**src/rtl/uart_tx_arbiter.sv**
```systemverilog
// Round-robin arbiter feeding one UART transmitter: picks a requester in IDLE,
// latches its byte, then sends start, LSB-first data and stop bits on baudTick.
//
// state | meaning
// IDLE  | line high, arbitrating; no grant in the frameDone cycle
// START | start bit (low), waiting for baudTick
// DATA  | shifting out DATA_WIDTH bits, one per baudTick
// STOP  | stop bit(s) (high), frameDone on the last tick
module uart_tx_arbiter #(
  parameter int NUM_REQ    = 4,
  parameter int DATA_WIDTH = 8,
  parameter int STOP_BITS  = 1
) (
  input  logic                          clk,
  input  logic                          reset,
  input  logic                          baudTick,
  input  logic [NUM_REQ-1:0]            reqValid,
  input  logic [NUM_REQ*DATA_WIDTH-1:0] reqData,
  output logic [NUM_REQ-1:0]            reqReady,
  output logic [$clog2(NUM_REQ)-1:0]    grantId,
  output logic                          tx,
  output logic                          busy,
  output logic                          frameDone
);

  localparam int ID_W  = $clog2(NUM_REQ);
  localparam int CNT_W = $clog2(DATA_WIDTH);

  typedef enum logic [1:0] {IDLE, START, DATA, STOP} state_t;

  state_t                r_state, w_state_nxt;
  logic [DATA_WIDTH-1:0] r_shift, w_shift_nxt;
  logic [CNT_W-1:0]      r_bit_cnt, w_bit_cnt_nxt;
  logic                  r_stop_cnt, w_stop_cnt_nxt;
  logic [ID_W-1:0]       r_rr_ptr, w_rr_ptr_nxt;
  logic [ID_W-1:0]       r_grant_id, w_grant_id_nxt;
  logic                  r_tx, w_tx_nxt;
  logic                  r_busy, w_busy_nxt;
  logic                  r_frame_done, w_frame_done_nxt;

  logic                  w_grant_hit;
  logic [ID_W-1:0]       w_grant;
  logic [ID_W:0]         w_sum;
  logic [ID_W-1:0]       w_ptr_inc;
  logic [DATA_WIDTH-1:0] w_sel_data;

  // Search upward from the round-robin pointer, wrapping at NUM_REQ.
  always_comb begin
    w_grant_hit = 1'b0;
    w_grant     = '0;
    w_sum       = '0;
    for (int k = 0; k < NUM_REQ; k++) begin
      w_sum = {1'b0, r_rr_ptr} + (ID_W+1)'(k);
      if (w_sum >= (ID_W+1)'(NUM_REQ)) w_sum = w_sum - (ID_W+1)'(NUM_REQ);
      if (!w_grant_hit && reqValid[w_sum[ID_W-1:0]]) begin
        w_grant_hit = 1'b1;
        w_grant     = w_sum[ID_W-1:0];
      end
    end
  end

  always_comb begin
    w_sel_data = '0;
    for (int i = 0; i < NUM_REQ; i++) begin
      if (w_grant == ID_W'(i)) w_sel_data = reqData[i*DATA_WIDTH +: DATA_WIDTH];
    end
  end

  assign w_ptr_inc = (w_grant == ID_W'(NUM_REQ-1)) ? '0 : w_grant + ID_W'(1);

  always_comb begin
    w_state_nxt      = r_state;
    w_shift_nxt      = r_shift;
    w_bit_cnt_nxt    = r_bit_cnt;
    w_stop_cnt_nxt   = r_stop_cnt;
    w_rr_ptr_nxt     = r_rr_ptr;
    w_grant_id_nxt   = r_grant_id;
    w_tx_nxt         = r_tx;
    w_busy_nxt       = r_busy;
    w_frame_done_nxt = 1'b0;
    reqReady         = '0;
    case (r_state)
      IDLE: begin
        w_tx_nxt   = 1'b1;
        w_busy_nxt = 1'b0;
        if (w_grant_hit && !r_frame_done && !reset) begin
          reqReady[w_grant] = 1'b1;
          w_state_nxt       = START;
          w_shift_nxt       = w_sel_data;
          w_grant_id_nxt    = w_grant;
          w_rr_ptr_nxt      = w_ptr_inc;
          w_bit_cnt_nxt     = '0;
          w_stop_cnt_nxt    = 1'b0;
          w_tx_nxt          = 1'b0;
          w_busy_nxt        = 1'b1;
        end
      end
      START: begin
        if (baudTick) begin
          w_state_nxt   = DATA;
          w_bit_cnt_nxt = '0;
          w_tx_nxt      = r_shift[0];
        end
      end
      DATA: begin
        if (baudTick) begin
          w_shift_nxt = r_shift >> 1;
          if (r_bit_cnt == CNT_W'(DATA_WIDTH-1)) begin
            w_state_nxt    = STOP;
            w_stop_cnt_nxt = 1'b0;
            w_tx_nxt       = 1'b1;
          end else begin
            w_bit_cnt_nxt = r_bit_cnt + CNT_W'(1);
            w_tx_nxt      = r_shift[1];
          end
        end
      end
      STOP: begin
        w_tx_nxt = 1'b1;
        if (baudTick) begin
          if (r_stop_cnt == 1'(STOP_BITS-1)) begin
            w_state_nxt      = IDLE;
            w_frame_done_nxt = 1'b1;
          end else begin
            w_stop_cnt_nxt = 1'b1;
          end
        end
      end
      default: w_state_nxt = IDLE;
    endcase
  end

  always_ff @(posedge clk or posedge reset) begin
    if (reset) begin
      r_state      <= IDLE;
      r_shift      <= '0;
      r_bit_cnt    <= '0;
      r_stop_cnt   <= 1'b0;
      r_rr_ptr     <= '0;
      r_grant_id   <= '0;
      r_tx         <= 1'b1;
      r_busy       <= 1'b0;
      r_frame_done <= 1'b0;
    end else begin
      r_state      <= w_state_nxt;
      r_shift      <= w_shift_nxt;
      r_bit_cnt    <= w_bit_cnt_nxt;
      r_stop_cnt   <= w_stop_cnt_nxt;
      r_rr_ptr     <= w_rr_ptr_nxt;
      r_grant_id   <= w_grant_id_nxt;
      r_tx         <= w_tx_nxt;
      r_busy       <= w_busy_nxt;
      r_frame_done <= w_frame_done_nxt;
    end
  end

  assign grantId   = r_grant_id;
  assign tx        = r_tx;
  assign busy      = r_busy;
  assign frameDone = r_frame_done;

endmodule
```
**config.mk**
```make
export PLATFORM = sky130hd
export DESIGN_NAME = uart_tx_arbiter
export DESIGN_NICKNAME = d
export VERILOG_FILES = /design/src/rtl/uart_tx_arbiter.sv
export SDC_FILE = /design/constraint.sdc
export NUM_CORES = 1
export LEC_CHECK = 0
export CORE_UTILIZATION = 40
export CTS_CLUSTER_SIZE = 16
export DETAILED_ROUTE_END_ITERATION = 16
export GPL_ROUTABILITY_DRIVEN = 1
export PLACE_DENSITY_LB_ADDON = 0.08
export SETUP_SLACK_MARGIN = 0.5
export SLEW_MARGIN = 20
export SYNTH_ARGS = -nofsm -noshare
export SYNTH_HDL_FRONTEND = slang
export SYNTH_SLANG_ARGS = --single-unit
```
**constraint.sdc**
```tcl
create_clock -name clk -period 2.2 [get_ports clk]
set_input_delay 0.44 -clock clk [delete_from_list [all_inputs] [get_ports clk]]
set_output_delay 0.44 -clock clk [all_outputs]
set_load 0.005 [all_outputs]
```
# Yosys cells after proc, flatten, opt, wreduce, memory -nomap -nowiden
# Index checks and enable logic that the tools add are counted.
# op_classes
n_shift	0
addsub	9
n_reduce_logical	22
n_lt_le_gt_ge	10
n_mux	59
eq_ne	14
bitwise	0
mul	0
div	0
# ops
operator	count
2-to-1 mux 8 bit	6
2-to-1 mux 2 bit	15
2-to-1 mux 1 bit	22
one-hot mux 8 bit (2 select lines)	1
less-than comparator 2 x 3 -> 1 bit (second input constant)	5
inequality test 2 bit (second input constant)	7
2-to-1 mux 3 bit	4
AND reduction 5 bit	2
>= comparator 3 bit (second input constant)	3
one-hot mux 3 bit (3 select lines)	1
binary-select mux 1 bit (select 2 bit)	4
== test 2 bit (second input constant)	4
2-to-1 mux 4 bit	2
one-hot mux 2 bit (4 select lines)	1
subtractor 2 x 1 -> 2 bit (second input constant)	4
adder 2 x 2 -> 3 bit (second input constant)	2
logical AND 1 bit	6
AND reduction 6 bit	1
nonzero test 3 bit	2
logical NOT 1 bit	5
== test 2 x 1 -> 1 bit (second input constant)	2
logical NOT 2 bit	2
one-hot mux 1 bit (4 select lines)	1
AND reduction 2 bit	2
10 further kinds	10
# totals
out_inout_bits	9
n_memories	0
rom_bits	0
mem_bits_rw	0
latchBits	0
wordCells	123
reg_bits	21

# Depth between registers and ports, before layout
# logic_depth
ltp_word	21
ltp_mapped	11
depth_no_buf	9

# Worst setup path after synthesis
# OpenSTA, ideal clock, no wires.
# synth_timing
path_type	register -> output
start	register r_rr_ptr[1]
end	output port reqReady[3]
path_stages_with_launch	8
required_ns	1.760
slack_ns	-0.214
arrival_ns	1.974
cell_sequence	dfrtp_1 -> mux2i_1 -> nor2_1 -> a311oi_1 -> ha_1 -> buf_1 -> clkbuf_1 -> and2_1
# synth_between
elab_chain_len	20
# synth_rtl
item	line_no	rtl
start: declaration	35	logic [ID_W-1:0] r_rr_ptr, w_rr_ptr_nxt;
start signal: assignment	149	r_rr_ptr <= w_rr_ptr_nxt;
parallel branches: the longest is 13 deep, another holds adder 2 x 1 -> 3 bit	n/a	
2-to-1 mux 2 bit (*)	55	if (!w_grant_hit && reqValid[w_sum[ID_W-1:0]]) begin
named net w_grant[0]	42	logic [ID_W-1:0] w_grant;
less-than comparator 2 x 3 -> 1 bit (not written as such) or >= comparator 2 x 1 -> 1 bit (tied branches)	87	reqReady[w_grant] = 1'b1;
logical AND 1 bit (not written as such)	87	
2-to-1 mux 1 bit (not written as such)	87	
demux 1 bit (select 2 bit) (*)	87	
2-to-1 mux 4 bit (*)	86	if (w_grant_hit && !r_frame_done && !reset) begin
2-to-1 mux 4 bit (*)	82	case (r_state)
end: declaration	19	output logic [NUM_REQ-1:0] reqReady,
# Mark *: on every way through the listed nets, which the timed path passes. The select of a mux whose other input is x is not followed.

# Worst setup path after layout
# layout_timing
start	register r_rr_ptr[1]
end	output port reqReady[1]
# The elaborated chain is that of the path after synthesis.

==> results.py <==
metrics = {
    "worst_setup_path": {
        "critical_path.endpoint_type": "primary output",
        "worst_path_largest_cell_delay_ns": 0.44,
        "reg2reg_setup_slack_ns": 0,
        "critical_path.slowest_cell": "sky130_fd_sc_hd__dfrtp_1",
        "critical_path.reg2reg.startpoint": "r_rr_ptr[1]",
        "reg2regPathDepth": 11,
        "cp_max_fo": 4,
        "regToRegEndpoint": "r_shift[7]",
        "library_cell_appearing_most_often_on_the_critical_path": "sky130_fd_sc_hd__buf_6",
        "worst_ep_required_time_ns": 1.76,
        "crit_path_start_kind": "flop",
        "critPathKind": "reg -> out",
        "worst-endpoint-arrival_ns": 1.87,
        "critical_path.cell_chain": "buf_4, buf_6, a311oi_2, buf_4, buf_6, ha_4, and2_4, buf_6",
    },
    "status": {
        "violations": "setup timing",
        "outcome": "finished, violations left",
    },
    "global_routing": {
        "grt_busiest_layer": "met2",
        "wire_length_of_the_first_global_routing_pass_um": 6941,
        "grt_overflow_total": 0,
        "grt_pass1_vias": 1548,
        "met2_usage_grt_pct": 39.40,
        "use_met3_pct": 4.197,
        "grt_usage_pct": 22.31,
        "antenna_found_initial": 0,
        "pin_count_of_the_biggest_net_entering_global_routing": 17,
        "grt_util_met1_pct": 25.96,
    },
    "timing": {
        "max_slew.worst_pin.slew_ns": 0.4691,
        "finalSetupViolations": 6,
        "postLayoutSetupSlackWorst_ns": -0.1100,
        "timing.fmax_mhz": 432.9,
        "max_slew_margin_pct": 68.67,
        "timing_hold_violations_final": 0,
        "timing.final.max_slew_violations": 0,
        "timing.setup.tns_ns": -0.4256,
        "final.setup_skew_ns": 0.005419,
        "min_period_ns": 2.310,
        "grt_setup_unrepaired": "yes",
        "fin_crit_sh_pct": 105.0,
    },
    "clock_tree": {
        "cts_num_sinks": 20,
        "h_tree_depth": 1,
        "max-clock-path-buffers": 2,
        "clk_transition_reported_paths_ns": 0.08,
        "clock_insertion_delay_worst_skew_ns": 0.27,
        "clock_tree_from_tritoncts": "yes",
        "clk_root_buffer_cell": "sky130_fd_sc_hd__clkbuf_8",
        "cts_made_buffers": 3,
    },
    "route": {
        "ant_nets": 0,
        "via_count": 1525,
        "detail_route.drc_violations": 0,
        "first_drt_iteration_drcs": 67,
        "drt-pass1-iter-count": 4,
        "drt-total-wl_um": 4192,
        "routedWlPerCell_um": 14.92,
        "vias_per_cell": 5.427,
    },
    "floorplan": {
        "std_cell_rows": 21,
        "chipHeight_um": 62.86,
        "die-width_um": 62.86,
        "top_ports": 48,
        "initial_core_utilization_pct": 43.04,
        "core_region_area_mm2": 0.003442,
        "die-area_mm2": 0.003951,
    },
    "final_layout": {
        "final_cell_area_mm2": 0.002510,
        "number_of_fill_cells_in_the_layout": 244,
        "fin_cells": 281,
        "post_route_cells_drive_above_1_share_pct": 37.87,
        "finish.net_count": 285,
        "syn_to_final_growth_pct": 69.43,
        "diodes": 0,
    },
    "pwr": {
        "p_total_mw": 2.938,
        "peakVddDrop_mv": 0.6076,
        "clock_power_share_pct": 9.9,
        "comb_power_share_pct": 67.9,
        "internal_power_mw": 1.803,
        "power_switching_share_pct": 38.65,
        "leakagePower_nw": 1.101,
        "power.density_cell_area_mw_per_mm2": 1171,
        "seqPwrFrac_pct": 22.3,
        "switching_power_total_mw": 1.136,
    },
    "synth": {
        "synth_cell_types": 41,
        "flip_flop_and_latch_count_after_synthesis": 20,
        "share_of_the_yosys_chip_area_belonging_to_registers_pct": 33.87,
        "syn-mean-instance-area_um2": 9.317,
        "post_synth_instance_area_mm2": 0.001481,
        "netlist_instances": 159,
        "post_synthesis_net_count": 208,
        "synthesis.yosys.warnings": 0,
    },
    "hold_path": {
        "hp-class": "reg -> reg",
        "min-delay-start": "busy",
        "hold-path-endpoint": "busy",
        "worstHoldPathCells": 1,
    },
    "place": {
        "detailedPlacementHpwl_um": 2999,
        "gpl_congestion": 0.8666,
        "placedCellCount": 263,
        "place_area_mm2": 0.002143,
        "placement.io_buffers": 47,
    },
    "run": {
        "max_cap_violations": 0,
    },
}
[registers in the layout (all words and copies together) (netlist names)]
name and flops:
r_rr_ptr 2, r_state 2, r_shift 8, frameDone 1
r_bit_cnt 3, busy 1, tx 1, grantId 2
[worst max-delay path, delay by kind of cell, from the launching register on]
kind | cells | cell delay [ns]
buffers and inverters | 5 | 0.67
and+or+nand+nor | 1 | 0.14
adders and majority gates | 1 | 0.13
DFF | 1 | 0.44
AOI/OAI and AO/OA | 1 | 0.23
[kinds of logic (layout without fill, tap and decap cells)]
| logic type | after synthesis | in the layout | share of synthesized area [%] |
|---|---|---|---|
| buffers and inverters | 32 | 108 | 9.459 |
| muxes | 9 | 9 | 7.010 |
| DFF | 20 | 20 | 33.87 |
| adders and majority gates | 10 | 10 | 8.446 |
| AOI/OAI and AO/OA | 61 | 61 | 29.31 |
| and+or+nand+nor | 27 | 27 | 11.91 |
[Yosys cell counts]
cell type	instances	area, um2
sky130_fd_sc_hd__a211oi_1	2	15.01
sky130_fd_sc_hd__a211oi_2	1	12.51
sky130_fd_sc_hd__a21o_1	2	15.01
sky130_fd_sc_hd__a21oi_1	18	90.09
sky130_fd_sc_hd__a21oi_2	1	8.760
sky130_fd_sc_hd__a221o_1	6	60.06
sky130_fd_sc_hd__a221oi_1	1	8.760
sky130_fd_sc_hd__a222oi_1	1	10.01
sky130_fd_sc_hd__a22oi_1	8	60.06
sky130_fd_sc_hd__a311oi_1	1	8.760
sky130_fd_sc_hd__and2_0	1	6.260
sky130_fd_sc_hd__and2_1	5	31.28
sky130_fd_sc_hd__buf_1	1	3.750
sky130_fd_sc_hd__buf_2	1	5.000
sky130_fd_sc_hd__buf_4	1	7.510
sky130_fd_sc_hd__buf_6	2	22.52
sky130_fd_sc_hd__clkbuf_1	6	22.52
sky130_fd_sc_hd__dfrtp_1	19	475.5
sky130_fd_sc_hd__dfstp_2	1	26.28
sky130_fd_sc_hd__ha_1	10	125.1
sky130_fd_sc_hd__inv_1	21	78.83
sky130_fd_sc_hd__mux2_2	3	33.78
sky130_fd_sc_hd__mux2_4	2	30.03
sky130_fd_sc_hd__mux2i_1	4	40.04
sky130_fd_sc_hd__nand2_1	7	26.28
sky130_fd_sc_hd__nand2b_1	1	6.260
sky130_fd_sc_hd__nand3b_1	1	7.510
sky130_fd_sc_hd__nand3b_4	1	20.02
sky130_fd_sc_hd__nor2_1	6	22.52
sky130_fd_sc_hd__nor2b_1	2	12.51
sky130_fd_sc_hd__nor4_2	1	12.51
sky130_fd_sc_hd__nor4_4	1	21.27
sky130_fd_sc_hd__o21a_1	2	15.01
sky130_fd_sc_hd__o21ai_0	6	30.03
sky130_fd_sc_hd__o22a_1	1	8.760
sky130_fd_sc_hd__o22ai_1	2	12.51
sky130_fd_sc_hd__o2bb2a_1	1	10.01
sky130_fd_sc_hd__o31a_1	1	8.760
sky130_fd_sc_hd__o31ai_1	1	7.510
sky130_fd_sc_hd__o32ai_1	6	52.55
sky130_fd_sc_hd__or4b_2	1	10.01
[layer usage]
metal  wire [um]  vias up  part of all wire, %
li1            -      731                    -
met1        1715      743                   41
met2        2214       46                   53
met3         192        5                  4.6
met4          70        0                  1.7
met5           0        -                    0
[per-stage QoR]
step / setup slack, ns / utilization (%) / hold WS, ns
2_1_floorplan: 0.06804 / - / 0.4031
3_3_place_gp: -0.5840 / 62.27 / 0.4638
3_5_place_dp: -0.6325 / 62.27 / 0.4740
4_1_cts: -0.06771 / 69.57 / 0.4939
5_1_grt: -0.1856 / 72.92 / 0.5257
6_report: -0.1100 / 72.92 / 0.4889
[power groups by stage]
stage          clock network (mW)  registers (mW)  logic, mW
6_report                    0.290           0.655       1.99
5_1_grt                     0.309           0.670       2.17
4_1_cts                     0.293           0.649       1.81
3_5_place_dp                    0           0.656       1.56
3_3_place_gp                    0           0.646       1.52
2_1_floorplan                   0           0.642       1.10
[cell usage in the layout, fill, tap and decap left out, types with 4 or more instances in the layout]
cell type / n
sky130_fd_sc_hd__ha_4: 5
sky130_fd_sc_hd__clkbuf_8: 4
sky130_fd_sc_hd__mux2i_1: 4
sky130_fd_sc_hd__buf_4: 24
sky130_fd_sc_hd__a22oi_1: 4
sky130_fd_sc_hd__buf_6: 15
sky130_fd_sc_hd__o21ai_0: 4
sky130_fd_sc_hd__a221o_1: 6
sky130_fd_sc_hd__inv_1: 16
sky130_fd_sc_hd__clkdlybuf4s50_1: 37
sky130_fd_sc_hd__inv_2: 4
sky130_fd_sc_hd__a21oi_1: 15
sky130_fd_sc_hd__a22oi_2: 4
sky130_fd_sc_hd__mux2_4: 5
sky130_fd_sc_hd__nand2_1: 7
sky130_fd_sc_hd__and2_4: 4
sky130_fd_sc_hd__ha_1: 4
sky130_fd_sc_hd__nor2_1: 6
sky130_fd_sc_hd__o32ai_1: 6
sky130_fd_sc_hd__dfrtp_1: 18
[how the worst max path moves through the flow]
stage                            from     endpoint  cells past startpoint
after floorplan           r_rr_ptr[1]   r_shift[7]                     10
after global placement    reqValid[0]  reqReady[1]                      8
after detailed placement  reqValid[0]   r_shift[5]                     10
after CTS                 r_rr_ptr[1]  reqReady[2]                      8
after global routing      r_rr_ptr[1]  reqReady[1]                      8
final                     r_rr_ptr[1]  reqReady[1]                      8
[final cells by class]
class,count,area [um2],area share [%]
Inverter,21,81.33,3.240
Clock buffer,4,55.05,2.193
Timing Repair Buffer,83,797.0,31.75
Tap cell,46,57.56,2.293
Multi-Input combinational cell,107,1016,40.48
Sequential cell,20,503.0,20.04
[what timing repair did]
item / in CTS / in global routing
buffers inserted: 8 / 6
endpoints found under the setup margin: 23 / 19
resized for setup: 77 / 18
hold buffers: 0 / 0
pin swaps: 11 / 10
(Power assumes the default switching activity.)
